--- config.mk ---
export PLATFORM = sky130hd
export DESIGN_NAME = cbx_param_flat
export DESIGN_NICKNAME = d
export VERILOG_FILES = /design/src/rtl/cbx_param_if.sv /design/src/rtl/cbx_param.sv /design/src/flat_wrapper.sv
export SDC_FILE = /design/constraint.sdc
export NUM_CORES = 1
export LEC_CHECK = 0
export BUFFER_PORTS_ARGS = -buffer_cell sky130_fd_sc_hd__buf_2
export CORE_ASPECT_RATIO = 1.2
export CORE_UTILIZATION = 44
export CTS_CLUSTER_DIAMETER = 100
export DETAILED_ROUTE_END_ITERATION = 8
export GPL_ROUTABILITY_DRIVEN = 0
export GPL_TIMING_DRIVEN = 0
export PLACE_DENSITY_LB_ADDON = 0.1
export SLEW_MARGIN = 20
export SYNTH_ARGS = -nofsm -noshare
export SYNTH_HDL_FRONTEND = slang
export SYNTH_SLANG_ARGS = --single-unit
export TNS_END_PERCENT = 5
--- constraint.sdc ---
create_clock -name prog_clk -period 2 [get_ports prog_clk]
set_clock_uncertainty 0.15 [all_clocks]
set_input_delay 0.2 -clock prog_clk [delete_from_list [all_inputs] [get_ports prog_clk]]
set_output_delay 0.2 -clock prog_clk [all_outputs]
set_load 0.03 [all_outputs]
--- src/rtl/cbx_param_if.sv ---
// Connection-block bus: config scan chain, status flags, channel tracks and ipin outputs.
// The slave modport is the connection block itself; the master side drives the chain.
interface cbx_param_if #(
  parameter int CHAN_WIDTH = 9,
  parameter int NUM_IPIN   = 3
);
  logic                  ccff_head;
  logic                  ccff_en;
  logic                  cfg_commit;
  logic [CHAN_WIDTH-1:0] chanx_left_in;
  logic [CHAN_WIDTH-1:0] chanx_right_in;
  logic [CHAN_WIDTH-1:0] chanx_left_out;
  logic [CHAN_WIDTH-1:0] chanx_right_out;
  logic [NUM_IPIN-1:0]   ipin_out;
  logic                  ccff_tail;
  logic                  cfg_ready;
  logic                  cfg_err;

  modport slave (
    input  ccff_head, ccff_en, cfg_commit, chanx_left_in, chanx_right_in,
    output chanx_left_out, chanx_right_out, ipin_out, ccff_tail, cfg_ready, cfg_err
  );

  modport master (
    output ccff_head, ccff_en, cfg_commit, chanx_left_in, chanx_right_in,
    input  chanx_left_out, chanx_right_out, ipin_out, ccff_tail, cfg_ready, cfg_err
  );
endinterface

--- src/rtl/cbx_param.sv ---
// X-channel connection block: straight-through tracks, stride-pattern ipin muxes, scan-chain config.
// CBX_SHADOW_EN defined: shadow/active double buffer with commit; undefined: muxes follow the chain live.
module cbx_param #(
  parameter int CHAN_WIDTH = 9,
  parameter int NUM_IPIN   = 3,
  parameter int MUX_SIZE   = 6,
  parameter int STRIDE     = 4
) (
  input  logic prog_clk,
  input  logic prog_reset,
  cbx_param_if.slave bus
);
  localparam int SEL_W     = $clog2(MUX_SIZE);
  localparam int CHAIN_LEN = NUM_IPIN * SEL_W;
  localparam int CNT_W     = $clog2(CHAIN_LEN + 1);
  localparam int NPAD      = 1 << SEL_W;
  localparam logic [CNT_W-1:0] FULL = CNT_W'(CHAIN_LEN);

  typedef enum logic [1:0] {EMPTY, LOADING, READY} state_t;

  state_t               state_q, state_d;
  logic [CHAIN_LEN-1:0] shadow_q, shadow_d;
  logic [CNT_W-1:0]     cnt_q, cnt_d;
  logic                 err_q, err_d;
  logic [CHAIN_LEN-1:0] sel_src;
  logic                 commit_ok;
  logic                 commit_bad;

`ifdef CBX_SHADOW_EN
  logic [CHAIN_LEN-1:0] active_q;

  assign commit_ok  = bus.cfg_commit && (state_q == READY);
  assign commit_bad = bus.cfg_commit && (state_q != READY);
  assign sel_src    = active_q;

  // Active takes the pre-shift shadow even when a shift lands on the same edge.
  always_ff @(posedge prog_clk) begin
    if (prog_reset) begin
      active_q <= '0;
    end else if (commit_ok) begin
      active_q <= shadow_q;
    end
  end
`else
  assign commit_ok  = 1'b0;
  assign commit_bad = 1'b0;
  assign sel_src    = shadow_q;
`endif

  always_comb begin
    shadow_d = shadow_q;
    cnt_d    = cnt_q;
    err_d    = err_q | commit_bad;
    if (commit_ok) begin
      cnt_d = '0;
    end
    if (bus.ccff_en) begin
      shadow_d = {shadow_q[CHAIN_LEN-2:0], bus.ccff_head};
      if (cnt_d != FULL) begin
        cnt_d = cnt_d + 1'b1;
      end
    end
  end

  always_comb begin
    state_d = state_q;
    case (state_q)
      EMPTY: begin
        if (bus.ccff_en) begin
          state_d = (cnt_d == FULL) ? READY : LOADING;
        end
      end
      LOADING: begin
        if (cnt_d == FULL) begin
          state_d = READY;
        end
      end
      READY: begin
        if (commit_ok) begin
          // A shift on the commit edge restarts the count at one.
          if (cnt_d == '0) begin
            state_d = EMPTY;
          end else begin
            state_d = (cnt_d == FULL) ? READY : LOADING;
          end
        end
      end
      default: state_d = EMPTY;
    endcase
  end

  always_ff @(posedge prog_clk) begin
    if (prog_reset) begin
      state_q  <= EMPTY;
      shadow_q <= '0;
      cnt_q    <= '0;
      err_q    <= 1'b0;
    end else begin
      state_q  <= state_d;
      shadow_q <= shadow_d;
      cnt_q    <= cnt_d;
      err_q    <= err_d;
    end
  end

  assign bus.chanx_left_out  = bus.chanx_right_in;
  assign bus.chanx_right_out = bus.chanx_left_in;
  assign bus.ccff_tail       = shadow_q[CHAIN_LEN-1];
  assign bus.cfg_ready       = (state_q == READY);
  assign bus.cfg_err         = err_q;

  // Candidate list is padded to a power of two with zeros so out-of-range selects read 0.
  for (genvar i = 0; i < NUM_IPIN; i++) begin : g_ipin
    logic [NPAD-1:0]  cand;
    logic [SEL_W-1:0] sel;

    for (genvar k = 0; k < NPAD; k++) begin : g_cand
      if (k < MUX_SIZE) begin : g_trk
        localparam int T = (i + (k / 2) * STRIDE) % CHAN_WIDTH;
        if (k % 2 == 0) begin : g_left
          assign cand[k] = bus.chanx_left_in[T];
        end else begin : g_right
          assign cand[k] = bus.chanx_right_in[T];
        end
      end else begin : g_pad
        assign cand[k] = 1'b0;
      end
    end

    assign sel             = sel_src[i*SEL_W +: SEL_W];
    assign bus.ipin_out[i] = cand[sel];
  end
endmodule

--- src/flat_wrapper.sv ---
// flat-port wrapper written by rule: the top's interface ports become plain ports
module cbx_param_flat 
#(
  parameter int CHAN_WIDTH = 9,
  parameter int NUM_IPIN   = 3,
  parameter int MUX_SIZE   = 6,
  parameter int STRIDE     = 4
)
  (prog_clk, prog_reset, bus_ccff_head, bus_ccff_en, bus_cfg_commit, bus_chanx_left_in, bus_chanx_right_in, bus_chanx_left_out, bus_chanx_right_out, bus_ipin_out, bus_ccff_tail, bus_cfg_ready, bus_cfg_err);
  cbx_param_if #(.CHAN_WIDTH(CHAN_WIDTH), .NUM_IPIN(NUM_IPIN)) bus_i ();
  input  logic prog_clk;
  input  logic prog_reset;
  input wire logic [$bits(bus_i.ccff_head)-1:0] bus_ccff_head;
  input wire logic [$bits(bus_i.ccff_en)-1:0] bus_ccff_en;
  input wire logic [$bits(bus_i.cfg_commit)-1:0] bus_cfg_commit;
  input wire logic [$bits(bus_i.chanx_left_in)-1:0] bus_chanx_left_in;
  input wire logic [$bits(bus_i.chanx_right_in)-1:0] bus_chanx_right_in;
  output wire logic [$bits(bus_i.chanx_left_out)-1:0] bus_chanx_left_out;
  output wire logic [$bits(bus_i.chanx_right_out)-1:0] bus_chanx_right_out;
  output wire logic [$bits(bus_i.ipin_out)-1:0] bus_ipin_out;
  output wire logic [$bits(bus_i.ccff_tail)-1:0] bus_ccff_tail;
  output wire logic [$bits(bus_i.cfg_ready)-1:0] bus_cfg_ready;
  output wire logic [$bits(bus_i.cfg_err)-1:0] bus_cfg_err;
  assign bus_i.ccff_head = bus_ccff_head;
  assign bus_i.ccff_en = bus_ccff_en;
  assign bus_i.cfg_commit = bus_cfg_commit;
  assign bus_i.chanx_left_in = bus_chanx_left_in;
  assign bus_i.chanx_right_in = bus_chanx_right_in;
  assign bus_chanx_left_out = bus_i.chanx_left_out;
  assign bus_chanx_right_out = bus_i.chanx_right_out;
  assign bus_ipin_out = bus_i.ipin_out;
  assign bus_ccff_tail = bus_i.ccff_tail;
  assign bus_cfg_ready = bus_i.cfg_ready;
  assign bus_cfg_err = bus_i.cfg_err;
  cbx_param #(.CHAN_WIDTH(CHAN_WIDTH), .NUM_IPIN(NUM_IPIN), .MUX_SIZE(MUX_SIZE), .STRIDE(STRIDE)) u_core (.prog_clk(prog_clk), .prog_reset(prog_reset), .bus(bus_i));
endmodule
Word level (Yosys, flattened, before mapping)
Cells that the tools add are included.
- add/sub/neg operators: 1
- order comparisons: 3
- equal/unequal tests: 6
- mux-type cells: 12
- bitwise logic cells: 1
- reductions and logical operators: 2
- operator list (cell ; number):
    less-than comparator 3 x 4 -> 1 bit (second input constant) ; 3
    binary-select mux 1 bit (select 3 bit) ; 3
    two-way mux 4 bit ; 2
    two-way mux 2 bit ; 3
    one-hot mux 2 bit (3 select lines) ; 1
    adder 4 x 1 -> 4 bit (second input constant) ; 1
    == test 4 bit (second input constant) ; 1
    != test 4 bit (second input constant) ; 1
    two-way mux 1 bit ; 3
    AND reduction 3 bit ; 1
    == test 2 x 1 -> 1 bit (second input constant) ; 1
    == test 2 bit (second input constant) ; 1
    logical NOT 2 bit ; 1
    != test 2 x 1 -> 1 bit (second input constant) ; 1
    != test 2 bit (second input constant) ; 1
    NOT 1 bit ; 1
- bits in registers: 15
- input port bits: 23
- output and inout bits: 24
- logic and storage cells: 28

Logic depth before layout (Yosys ltp)
Gate-level depths: netlist (run 1).
- depth after elaboration: 7
- mapped depth: 6
- mapped depth without buffers: 6

Worst setup path before layout (run 1)
Ideal clock, no wire load.
- path kind: register to output
- start point: register u_core.shadow_q[0] (netlist: u_core.sel_src[0])
- end point: output bus_ipin_out[0]
- arrival time: 1.218 ns
- required time: 1.650 ns
- setup slack: 0.432 ns
- cell stages (with the launch flop): 3
- path buffers: 0
- cell sequence: dfxtp_1 mux4_2 mux2_2
- cells in the longest elaborated chain, start to end: 2
- RTL lines (element ; line ; RTL):
    from (decl) ; cbx_param.sv:22 ; logic [CHAIN_LEN-1:0] shadow_q, shadow_d;
    from (signal assigned) ; cbx_param.sv:100 ; shadow_q <= shadow_d;
    binary-select mux 1 bit (select 3 bit) ; cbx_param.sv:131 ; assign bus.ipin_out[i] = cand[sel];
    two-way mux 1 bit (not written as such) ; cbx_param.sv:131 ;
    to (decl) ; flat_wrapper.sv:20 ; output wire logic [$bits(bus_i.ipin_out)-1:0] bus_ipin_out;
No other way between the ends. The select of a mux whose other input is x is not followed.

Worst setup path in the final report (run 1)
Same ends and word-level chain as after synthesis.

==> flow_summary.json, run 1 <==
{
  "outcome": "finished, final reports clean",
  "critPathCaptureType": "output pin",
  "postSynthCellCount": 102,
  "coreArea_sq_mm": 0.00191,
  "hold-worst-slack_ns": 0.0103,
  "yosysUniqueCellTypes": 26,
  "cts_made_buffers": 3,
  "ys_seq_area_share_pct": 32.0,
  "ys_seq_elements": 15,
  "htreeDepth": 1,
  "setup-tns-final_ns": 0,
  "antenna_found_initial": 0,
  "peakVddDrop_uv": 428,
  "path_class": "flop to output pin",
  "reg2reg_slack_ns": 0.41,
  "pin_count": 47,
  "cts_tree": "yes",
  "cp-start-kind": "flop",
  "die-area_sq_mm": 0.00232,
  "io_buffers": 39,
  "worstHoldStart": "bus_ccff_head",
  "viasPerCell": 5.07,
  "track_usage_pct": 16.4,
  "grt_max_degree": 11,
  "yosys_warnings": 0,
  "diodes": 0,
  "avgSynthCellArea_sq_um": 9.19,
  "cap_viol_max_count": 0,
  "start_util_pct": 49.0,
  "layout-drive-gt1-share_pct": 49.7,
  "grt_pass1_wl_um": 2750,
  "nNetsFinal": 171,
  "cp_max_fo": 4,
  "r2r-start": "u_core.cnt_q[1]",
  "clk_pin_slew_ns": 0.08,
  "timing.final.crit_share_pct": 97.1,
  "area_delta_synth_final_pct": 27.1,
  "ant_nets": 0,
  "syn_nets": 127,
  "num_vias": 832,
  "wire_per_inst_um": 10.5,
  "cts_max_path_buffers": 2,
  "cts_setup_buffers": 0,
  "finalSetupViolCount": 0,
  "max_freq_ghz": 0.515,
  "p_total_uw": 671,
  "fin_crit_ns": 1.94,
  "grt_pass1_vias": 687,
  "min_path_cells": 3,
  "p_leak_nw": 0.598,
  "slew_violations": 0,
  "min_to": "u_core.sel_src[0]",
  "drc_errors": 0,
  "cts-root-buf": "clkbuf_4",
  "pre_cts_slack_ns": 0.289,
  "cp_data_required_time_ns": 1.65,
  "fp.dieW_um": 44.1,
  "die_height_um": 52.6,
  "grt-ovfl-total": 0,
  "powerDensity_mw_per_mm2": 563,
  "r2r-end": "u_core.cnt_q[1]",
  "crit_arrival_ns": 1.59,
  "clock-sinks": 15,
  "drt_iter0_drc": 18,
  "fin_util_pct": 62.2,
  "r2r_cells": 6,
  "drt_pre_antenna_iters": 6,
  "clk-insertion-delay-late_ns": 0.28,
  "hp-class": "input pin to flop",
  "wirelength_um": 1720,
  "hold_viol_final": 0,
  "rows": 17,
  "hpwl_um": 1390,
  "synth_area_sq_um": 937,
  "fin_ws_ns": 0.0576
}
## power breakdown
group | leakage (nW) | total [mW] | switching (mW) | internal [mW]
sequential | 0.124 | 0.314 | 0.00916 | 0.304
combinational | 0.459 | 0.192 | 0.107 | 0.0846
clock | 0.0150 | 0.166 | 0.0882 | 0.0775
## synthesized netlist by cell type, drive strengths merged
cell	number	area share, %
ha	2	2.7
nand2	3	1.2
a21boi	1	0.80
dfxtp	15	32
mux2i	13	14
or3	1	0.67
clkbuf	1	0.40
nor2b	2	1.3
a41o	1	1.1
nor3b	1	0.80
nand4	1	0.67
nand2b	2	1.3
mux2	3	3.6
mux4	3	7.2
inv	3	1.2
nor3	2	1.1
a21oi	3	1.6
xor2	1	0.93
o32ai	1	0.93
conb	1	0.40
o21ai	1	0.53
a31oi	2	1.3
nor2	17	6.8
xnor2	1	0.93
buf	21	17
## cells in the final DEF, fill, tap and decap left out
| master | n |
|---|---|
| nand4_1 | 1 |
| nor3b_1 | 1 |
| o21ai_0 | 1 |
| mux2i_1 | 13 |
| inv_1 | 3 |
| nor2_1 | 17 |
| xor2_1 | 1 |
| clkbuf_1 | 2 |
| mux4_2 | 3 |
| buf_2 | 40 |
| a31oi_1 | 2 |
| mux2_2 | 3 |
| a21oi_1 | 3 |
| nor2b_1 | 2 |
| dfxtp_2 | 1 |
| xnor2_1 | 1 |
| dfxtp_1 | 12 |
| nor3_1 | 2 |
| clkbuf_4 | 3 |
| buf_4 | 20 |
| conb_1 | 1 |
| ha_1 | 2 |
| nand2_1 | 3 |
| dfxtp_4 | 2 |
| nand2b_1 | 2 |
| o32ai_1 | 1 |
| a41o_1 | 1 |
| or3_1 | 1 |
| a21boi_0 | 1 |
## metal layers
layer	wire length (um)	part of all wire [%]	vias up	track usage [%]
met1	662	38	386	17.5
met4	27	1.6	0	6.06
li1	-	-	416	-
met3	111	6.4	4	6.21
met5	0	0	-	0
met2	920	53	26	28.7
## how the worst max path moves through the flow
stage | from | cells after the start | slack [ns] | end
floorplan | u_core.sel_src[0] | 2 | 0.43 | bus_ipin_out[0]
global placement | u_core.sel_src[6] | 3 | 0.30 | bus_ipin_out[2]
detailed placement | u_core.sel_src[3] | 3 | 0.29 | bus_ipin_out[1]
CTS | u_core.sel_src[3] | 3 | 0.03 | bus_ipin_out[1]
global route | u_core.sel_src[3] | 3 | -0.0007 | bus_ipin_out[1]
finish | u_core.sel_src[0] | 3 | 0.06 | bus_ipin_out[0]
## stage by stage
step | cell area [sq um] | cells
finish | 1190 | 164
detailed placement | 1160 | 160
CTS | 1190 | 164
floorplan | 937 | 102
global route | 1190 | 164
global placement | 1160 | 160
## layout make-up
class / count / area [sq um]
repair buffers: 39 / 195
multi-input cells: 62 / 467
well taps: 19 / 23.8
fillers: 180 / 723
plain buffers: 22 / 159
flip-flops and latches: 15 / 309
clock buffers: 4 / 26.3
inverters: 3 / 11.3
## cell families (layout without fill, tap and decap cells)
logic type,count (synthesis),count (layout),share of synthesized area [%]
AOI/OAI and AO/OA,9,9,6.27
xor gates and xnor gates,2,2,1.87
adders and majority gates,2,2,2.67
buffers and inverters,25,68,18.2
DFF,15,15,32.0
muxes,19,19,24.7
other,1,1,0.400
and+or+nand+nor,29,29,13.9
## state kept, by name, summed over array words and instances (netlist names)
register,count
u_core.state_q,2
u_core.sel_src,9
u_core.cnt_q,4
## repair_timing
action,CTS,global route
setup endpoints to repair,3,2
hold buffers,0,0
endpoints found under the hold margin,0,0
gates resized for setup,3,2
## critical path, stage by stage, from the launching register on
cell     delay, ns
dfxtp_2       0.38
mux4_2        0.50
mux2_2        0.26
buf_2         0.17
Power figures use the tool's default switching activity.
==> run 2, diff against run 1 <==
--- a/config.mk
+++ b/config.mk
@@ -5,12 +5,12 @@
 export SDC_FILE = /design/constraint.sdc
 export NUM_CORES = 1
 export LEC_CHECK = 0
+export ABC_AREA = 1
 export BUFFER_PORTS_ARGS = -buffer_cell sky130_fd_sc_hd__buf_2
 export CORE_ASPECT_RATIO = 1.2
-export CORE_UTILIZATION = 44
+export CORE_UTILIZATION = 40
 export CTS_CLUSTER_DIAMETER = 100
 export DETAILED_ROUTE_END_ITERATION = 8
-export GPL_ROUTABILITY_DRIVEN = 0
 export GPL_TIMING_DRIVEN = 0
 export PLACE_DENSITY_LB_ADDON = 0.1
 export SLEW_MARGIN = 20
==> constraint.sdc (replaced) <==
create_clock -name prog_clk -period 1.7 [get_ports prog_clk]
set_clock_uncertainty 0.15 [all_clocks]
set_input_delay 0.17 -clock prog_clk [delete_from_list [all_inputs] [get_ports prog_clk]]
set_output_delay 0.17 -clock prog_clk [all_outputs]
set_load 0.03 [all_outputs]
==> flow_summary.json, run 2 <==
{
  "grt_pass1_vias": 834,
  "crit_arrival_ns": 1.27,
  "fillerInstances": 248,
  "path_class": "flop to output pin",
  "cap_viol_max_count": 0,
  "slew_violations": 0,
  "drt_pre_antenna_iters": 2,
  "p_leak_nw": 0.632,
  "hp-class": "input pin to flop",
  "p_int_uw": 567,
  "synth_top_cell_by_area": "dfxtp_1",
  "crit_start": "u_core.sel_src[6]",
  "drc_errors": 0,
  "pin_count": 47,
  "rows": 19,
  "clkPwrFrac_pct": 23.5,
  "cpMostUsedCell": "inv_1",
  "r2r-start": "u_core.cnt_q[1]",
  "layout-drive-gt1-share_pct": 41.6,
  "viasPerCell": 4.55,
  "nNetsFinal": 204,
  "clk_pin_slew_ns": 0.09,
  "cts_tree": "yes",
  "grt-ovfl-total": 0,
  "hold-worst-slack_ns": 0.0218,
  "yosysUniqueCellTypes": 26,
  "cts-root-buf": "clkbuf_4",
  "path_buf_inv": 3,
  "synthTopCellsByArea": "dfxtp_1 32%, buf_4 15%, o21ai_0 9.5%",
  "finalSetupViolCount": 0,
  "cts_made_buffers": 3,
  "drt_iter0_drc": 5,
  "yosys.area.top_type_share_pct": 31.5,
  "layout_common_cells": "39 x buf_2, 20 x buf_4, 17 x o21ai_0, 17 x nand2_1",
  "timing.final.crit_share_pct": 93.7,
  "reg2reg_slack_ns": 0.24,
  "critPathCaptureType": "output pin",
  "clk-insertion-delay-late_ns": 0.28,
  "wire_per_inst_um": 8.85,
  "gp_congestion": 0.691,
  "swShare_pct": 33.3,
  "r2r-end": "u_core.state_q[1]",
  "worstHoldStart": "bus_ccff_head",
  "ant_nets": 0,
  "pre_cts_slack_ns": 0.244,
  "antenna_found_initial": 0,
  "final_common_cell": "buf_2",
  "async_reset_ff_share_pct": 0,
  "start_util_pct": 41.7,
  "min_to": "u_core.sel_src[0]",
  "area_delta_synth_final_pct": 28.8,
  "cts_setup_buffers": 0,
  "outcome": "finished, final reports clean",
  "fin_util_pct": 53.7,
  "ys.flop_type": "dfxtp_1",
  "min_path_cells": 3,
  "avgSynthCellArea_sq_um": 7.11,
  "combPwrFrac_pct": 30.8,
  "max_freq_ghz": 0.628,
  "htreeDepth": 1,
  "yosysMostFrequentCell": "buf_4",
  "powerDensity_mw_per_mm2": 694,
  "dpl_cell_area_sq_mm": 0.00119,
  "p_switching_uw": 284,
  "crit_path_cell_trace": "inv_1, nor2_1, o22ai_1, inv_1, o21ai_1, buf_4",
  "wirelength_um": 1850,
  "hpwl_um": 1510,
  "p_seq_share_pct": 45.7,
  "largest_reg_flops": 9,
  "postSynthCellCount": 134,
  "diodes": 0,
  "fp.dieW_um": 46.5,
  "stdcell_area_sq_mm": 0.00123,
  "cp_data_required_time_ns": 1.38,
  "grt_max_degree": 11,
  "synth_area_sq_um": 952,
  "ys_seq_area_share_pct": 31.5,
  "io_buffers": 39,
  "cts_max_path_buffers": 2,
  "fin_crit_ns": 1.59,
  "die-area_sq_mm": 0.00258,
  "synth_commonest_cells": "19 x buf_4, 18 x o21ai_0, 17 x nand2_1",
  "critPathTopFamily": "flip-flops",
  "peakVddDrop_uv": 393,
  "slowest_delay_ns": 0.35,
  "fin_ws_ns": 0.108,
  "grt_pass1_wl_um": 3040,
  "coreArea_sq_mm": 0.00228,
  "track_usage_pct": 15.1,
  "cp_max_fo": 5,
  "synth_edf_count": 0,
  "cp_slowest_cell": "dfxtp_1",
  "die_height_um": 55.4,
  "rsz0062_at_grt": "true",
  "num_vias": 950,
  "ys_seq_elements": 15,
  "p_total_uw": 851,
  "yosys_warnings": 0,
  "clock-sinks": 15,
  "syn_nets": 159,
  "cp-start-kind": "flop",
  "hold_viol_final": 0,
  "r2r_cells": 9
}
run 2: cell types whose count changed after synthesis, moves of 3 or more:
cell / before / now
a21oi_1: 3 / 12
inv_1: 3 / 15
mux2_2: 3 / 0
mux2i_1: 13 / 0
mux4_2: 3 / 0
nand2_1: 3 / 17
nand3_1: 0 / 3
nor2_1: 17 / 12
o21ai_0: 1 / 18
run 2: cell families (layout without fill, tap and decap cells):
family | after synthesis | after routing | synth area share, %
other | 1 | 1 | 0.394
buffers and inverters | 38 | 82 | 23.4
flip-flops | 15 | 15 | 31.5
AND/OR/NAND/NOR | 41 | 41 | 20.2
adder cells (fa/ha/maj) | 2 | 2 | 2.63
AO/OA/AOI/OAI | 37 | 37 | 21.8
run 2: final cells by class:
| cell class | instances | area (sq um) | area share [%] |
|---|---|---|---|
| Buffer | 21 | 159 | 13.0 |
| Clock buffer | 4 | 26.3 | 2.14 |
| Inverter | 17 | 63.8 | 5.20 |
| Multi-Input combinational cell | 81 | 429 | 35.0 |
| Sequential cell | 15 | 302 | 24.6 |
| Tap cell | 31 | 38.8 | 3.16 |
| Timing Repair Buffer | 40 | 208 | 16.9 |
run 2: repair_timing:
item / in CTS / in global routing
endpoints found under the hold margin: 4 / 0
setup endpoints to repair: 0 / 3
hold buffers: 1 / 0
resized for setup: 0 / 4
run 2: worst register-to-register path: stages, from the launching register on:
cell	delay (ns)
dfxtp_1	0.43
inv_1	0.07
ha_1	0.20
nand3_2	0.09
nand2_1	0.07
nand2_1	0.08
nand2_1	0.09
nor2_4	0.10
nand3_1	0.07
nand2_1	0.06
run 2: routing by layer:
metal	GRT usage [%]	wire [um]
met5	0	0
met4	5.04	23
met3	1.96	78
met2	27.2	962
met1	17.1	784
run 2: stage by stage:
stage	TNS, ns	std cells
floorplan	0	134
global placement	0	204
detailed placement	0	204
CTS	0	209
global route	-0.00257	209
finish	0	209
run 2: how the worst max path moves through the flow:
stage               slack (ns)           endpoint  cells past startpoint
CTS                       0.03    bus_ipin_out[1]                      5
floorplan                  0.1    bus_ipin_out[2]                      4
global route            -0.003    bus_ipin_out[2]                      6
finish                    0.11    bus_ipin_out[2]                      6
global placement          0.28  u_core.state_q[1]                      7
detailed placement        0.24  u_core.state_q[1]                      9
run 2: power groups by stage:
| stage | Clock (mW) | Combinational, mW | Sequential (mW) |
|---|---|---|---|
| floorplan | 0 | 0.190 | 0.395 |
| global placement | 0 | 0.256 | 0.396 |
| detailed placement | 0 | 0.260 | 0.397 |
| CTS | 0.210 | 0.262 | 0.388 |
| global route | 0.226 | 0.289 | 0.393 |
| finish | 0.200 | 0.262 | 0.389 |
